$ cat config.mk
export PLATFORM = sky130hd
export DESIGN_NAME = free_list
export DESIGN_NICKNAME = d
export VERILOG_FILES = /design/src/rtl/free_list.sv
export SDC_FILE = /design/constraint.sdc
export NUM_CORES = 1
export LEC_CHECK = 0
export ABC_AREA = 0
export CORE_ASPECT_RATIO = 1.2
export CORE_MARGIN = 1
export CORE_UTILIZATION = 65
export DETAILED_ROUTE_END_ITERATION = 6
export PLACE_DENSITY = 0.81
export SLEW_MARGIN = 15
export SYNTH_ARGS = -nofsm -noshare
export SYNTH_HDL_FRONTEND = slang
export SYNTH_SLANG_ARGS = --single-unit
$ cat constraint.sdc
create_clock -name clock -period 6 [get_ports clock]
set_input_delay 0.9 -clock clock [delete_from_list [all_inputs] [get_ports clock]]
set_output_delay 0.9 -clock clock [all_outputs]
set_load 0.01 [all_outputs]
$ cat src/rtl/free_list.sv
// free_list: circular FIFO of physical register tags for a rename stage.
// Tags are returned at the tail (wr) and handed out from the head (rd).
// The head is shown ahead, so the tag taken on an rd cycle is the one
// on data_out during that cycle. Reset preloads every tag that is not
// mapped to an architectural register.
//
// Ports:
//   clock    - single clock, all state updates on the rising edge
//   reset    - synchronous, active-high; overrides rd/wr
//   data_in  - tag returned to the list when wr=1
//   wr       - push data_in at the tail (dropped when full unless popping too)
//   rd       - pop the head entry (ignored when empty)
//   data_out - current head tag, all zeros when empty
//   empty    - list holds zero entries
module free_list #(
  parameter int unsigned CDB_BITS = 7,
  parameter int unsigned NUM_PHYS = 128,
  parameter int unsigned NUM_ARCH = 32
) (
  input  logic                clock,
  input  logic                reset,
  input  logic [CDB_BITS-1:0] data_in,
  input  logic                wr,
  input  logic                rd,
  output logic [CDB_BITS-1:0] data_out,
  output logic                empty
);

  localparam int unsigned PTR_W       = $clog2(NUM_PHYS);
  localparam int unsigned CNT_W       = PTR_W + 1;
  localparam int unsigned FREE_AT_RST = NUM_PHYS - NUM_ARCH;

  logic [CDB_BITS-1:0] mem_q [NUM_PHYS];
  logic [PTR_W-1:0]    head_q, head_d;
  logic [PTR_W-1:0]    tail_q, tail_d;
  logic [CNT_W-1:0]    count_q, count_d;

  logic pop_ok;
  logic push_ok;
  logic full;

  assign full  = (count_q == CNT_W'(NUM_PHYS));
  assign empty = (count_q == '0);

  // Show-ahead head tag; forced to zero so stale contents never leak out.
  assign data_out = empty ? '0 : mem_q[head_q];

  // A push on a full list is only accepted when a pop frees the slot in
  // the same cycle. A pop on an empty list never bypasses a same-cycle push.
  assign pop_ok  = rd && !empty;
  assign push_ok = wr && (!full || pop_ok);

  // Pointer and occupancy next-state.
  always_comb begin
    head_d  = head_q;
    tail_d  = tail_q;
    count_d = count_q;
    if (pop_ok) begin
      head_d = (head_q == PTR_W'(NUM_PHYS - 1)) ? '0 : head_q + PTR_W'(1);
    end
    if (push_ok) begin
      tail_d = (tail_q == PTR_W'(NUM_PHYS - 1)) ? '0 : tail_q + PTR_W'(1);
    end
    count_d = count_q + CNT_W'(push_ok) - CNT_W'(pop_ok);
  end

  // State registers; reset reloads the free tags NUM_ARCH..NUM_PHYS-1.
  always_ff @(posedge clock) begin
    if (reset) begin
      for (int unsigned i = 0; i < NUM_PHYS; i++) begin
        mem_q[i] <= (i < FREE_AT_RST) ? CDB_BITS'(NUM_ARCH + i) : '0;
      end
      head_q  <= '0;
      tail_q  <= PTR_W'(FREE_AT_RST);
      count_q <= CNT_W'(FREE_AT_RST);
    end else begin
      if (push_ok) begin
        mem_q[tail_q] <= data_in;
      end
      head_q  <= head_d;
      tail_q  <= tail_d;
      count_q <= count_d;
    end
  end

endmodule

# == Word level (Yosys, flattened, before mapping) ==
# Memories as Yosys holds them, arrays and structs flattened. A register that Yosys moved wholly into a read port is not among the register bits.
# Index checks and enable logic that the tools add are counted.
# op_classes
reduce_logical,7
n_mux,13
addsub,4
eq_ne,3
# op_table
operator,n
2-to-1 mux 7 bit,7
"adder 7 x 1 -> 7 bit, second input constant",2
"== test 7 bit, second input constant",2
adder 8 x 1 -> 8 bit,1
"== test 8 bit, second input constant",1
logical NOT 8 bit,1
subtractor 8 x 1 -> 8 bit,1
OR reduction 7 bit,1
2-to-1 mux 1 bit,6
logical AND 1 bit,2
logical NOT 1 bit,2
logical OR 1 bit,1
# word_totals
reg_bits,22
mem_count,1
inputBits,11
ram_bits,896
out_inout_bits,8
elab_cells,31
# mem_list
name,words,width,rd,rd_ports_with_merged_regs,write_ports,line_no,rtl
mem_q,128,7,1,1,128,33,logic [CDB_BITS-1:0] mem_q [NUM_PHYS];

# == Depth between registers and ports, before layout ==
# depth
word_depth,10
mapped_depth,15
mapped_depth_nobuf,14

# == Least setup slack after synthesis ==
# No wires, ideal clock.
# synth_path
path_kind,reg-to-output
start,register (tool-made name)
end,output port data_out[0]
n_path_buf,3
path_stages_with_launch,9
t_required_ps,5100
t_arrival_ps,2177
setup_slack_ps,2923
path_cell_list,dfxtp_1 > buf_6 > buf_4 > buf_2 > mux4_2 > a221oi_1 > o22ai_1 > nor4_1 > nor2_1
# synth_rtl
item,line_no,rtl
"end, declared",25,"output logic [CDB_BITS-1:0] data_out,"

==> run_results.csv <==
group,metric,value,unit
place,placed_area,44000,sq um
yosys,synth-edff-count,896,
clock_tree,cts_sinks,925,
floorplanning,start_util,65.9,%
power,finalPower,14.1,mW
sta,min_period,5.41,ns
sta,slew_violations,0,
outcome,status,"finished, final reports clean",
floorplanning,fp.coreArea,66000,sq um
yosys,async_flop_share,0,%
yosys,synth-seq-cells,925,
sta,final.setup_skew,0.0216,ns
yosys,synthFlopType,"edfxtp_1",
floorplanning,rows,103,
clock_tree,holdBufCountCts,0,
clock_tree,cts_setup_buffers,0,
floorplanning,die_area,68000,sq um
yosys,synth_fp_nets,2970,
yosys,synthesis.area_per_instance,14.8,sq um
layout,fillCellCount,4038,
sta,slew_headroom,20.2,%
clock_tree,numCtsBuffers,85,
critical_path,critical_path_arrival,4.51,ns
power,power_per_cell_area,302,nW/um^2
sta,setup_viol,0,
clock_tree,tritoncts,"built",
yosys,synth_top_area_share,61.8,%
place,gp_congestion,0.906,
sta,worst_slew_pin_slew,1.20,ns
place,port-buffer-count,18,
yosys,synthMostInstantiatedCell,"edfxtp_1",
yosys,synth-seq-area-share,63.2,%
sta,hold_violations,0,
detailed_routing,drc,0,
clock_tree,cts_resized,0,
critical_path,startpoint_type,"flop",
grt,grt_pass1_wl,171000,microns
sta,finalCritPeriodShare,90.1,%
sta,fmax,0.185,GHz
flow_run,max_cap_violations,0,
grt,grt_overflow,0,
layout,nets,2772,
detailed_routing,wl,114000,microns
layout,drive_gt1_share,16.2,%
sta,rsz0062_at_grt,"no",
clock_tree,htreeDepth,3,
detailed_routing,vias,27211,
critical_path,cp-end-kind,"primary output",
detailed_routing,wire_per_inst,30.7,microns
place,hpwl,67800,microns
grt,grt_pass1_vias,27013,
power,p_leak,16.2,nW
clock_tree,clkTransAtPathRegs,0.06,ns
yosys,synthTopCellsByCount,"edfxtp_1, and3_1, or3_1",
layout,multi_input_area,14400,sq um
grt,antenna_found_initial,1,
critical_path,cp_max_fo,58,
min_path,hp-class,"flop to flop",
floorplanning,fp.dieH,285,microns
yosys,synth_top_cell_by_area,"edfxtp_1",
layout,utilization,70.8,%
yosys,ys_warn_count,0,
floorplanning,pin_count,19,
critical_path,required,5.10,ns
detailed_routing,drt_iter0_drc,4028,
clock_tree,clockRootBuffer,"clkbuf_16",
critical_path,crit_type,"flop to primary output",
grt,track_usage,34.2,%
power,ir_drop,276,uV
sta,finalSetupTns,0,ns
yosys,synth.area.top_cells,"edfxtp_1, mux4_2, and3_1, or3_1, clkbuf_1",
clock_tree,clk_latency,0.66,ns
layout,final_design_area_no_fill,46700,sq um
grt,grt_max_degree,98,
yosys,synthDistinctLibCells,50,
detailed_routing,vias_per_cell,7.35,
yosys,syn_area,43500,sq um
detailed_routing,postRouteAntennaNets,0,
sta,timing.hold.ws,0.557,ns
layout,syn_to_final_growth,7.39,%
yosys,postSynthCellCount,2945,
clock_tree,cts_buffer_depth,3,
detailed_routing,first_pass_iters,6,
layout,seqCellArea,27500,sq um
floorplanning,die_x,238,microns
==> final cells by class <==
class | instances | area share [%]
antenna | 1 | 0.00536
clock buffer | 103 | 4.85
clock inverter | 48 | 1.02
inverter | 8 | 0.0643
multi-input combinational | 1626 | 30.9
sequential | 925 | 58.8
tap | 892 | 2.39
timing repair buffer | 101 | 1.97
==> per-layer routing <==
layer | wire length (microns) | GRT usage [%]
met1 | 38800 | 45.8
met2 | 55500 | 54.4
met3 | 14000 | 7.09
met4 | 5440 | 15.8
met5 | 0 | 0
==> path summary, 6_finish.rpt <==
check                         startpoint                    end  slack [ns]  depth (start not counted)
setup / recovery                    flop            data_out[2]        0.59                          9
hold / removal    head_q[0]$_SDFFE_PP0N_                   flop        0.56                          2
setup reg to reg   count_q[4]$_SDFF_PP0_  count_q[7]$_SDFF_PP0_        2.29                         13
hold reg to reg   head_q[0]$_SDFFE_PP0N_                   flop        0.56                          2
==> power breakdown <==
group / switching [mW] / internal (mW)
registers: 0.0832 / 7.21
clock network: 2.38 / 3.08
logic: 0.803 / 0.558
total: 3.27 / 10.9
==> through the flow <==
| stage | setup slack, ns | instances |
|---|---|---|
| 2_1_floorplan | 2.92 | 2945 |
| 3_3_place_gp | 1.36 | 3552 |
| 3_5_place_dp | 1.34 | 3552 |
| 4_1_cts | 0.633 | 3703 |
| 5_1_grt | 0.405 | 3703 |
| 6_report | 0.592 | 3704 |
==> cell families (layout without fill, tap and decap cells) <==
logic type	count (synthesis)	after routing	synth area share, %
buf+inv	394	260	3.91
simple gates	1094	1094	15.3
xor+xnor	16	16	0.322
fa+ha+maj	14	14	0.420
flops	925	925	63.2
mux	252	252	12.5
other cells	0	1	0
compound gates	250	250	4.38
==> flip-flops by register name, summed over array words and instances, names as in the netlist, named ones only <==
signal and count:
tail_q 7, head_q 7, mem_q 896, count_q 8
==> cell usage in the layout (no fill, tap or decap), drive strengths merged, types with 3 or more instances in the layout <==
master / n
a21o: 115
a21oi: 7
a221oi: 40
a22o: 40
and2: 89
and3: 450
buf: 91
bufinv: 9
clkbuf: 103
clkdlybuf4s50: 10
clkinv: 32
clkinvlp: 3
dfxtp: 29
edfxtp: 896
ha: 13
inv: 12
mux2i: 26
mux4: 226
nand2: 25
nand2b: 10
nand3: 12
nand3b: 8
nand4: 4
nor2: 60
nor2b: 15
nor3: 15
nor3b: 3
nor4: 8
o21ai: 9
o21bai: 5
o22ai: 26
or2: 17
or3: 372
or3b: 3
xnor2: 8
xor2: 8
==> worst max-delay path, stage by stage (launching register included) <==
cell and delay (ns):
dfxtp_4 0.72, buf_12 0.37, buf_4 0.31, mux4_2 0.32, a22o_1 0.22, a221oi_1 0.38
o22ai_1 0.37, nor4_1 0.36, nor2_1 0.17, clkdlybuf4s50_1 0.55
Power figures use the tool's default switching activity.
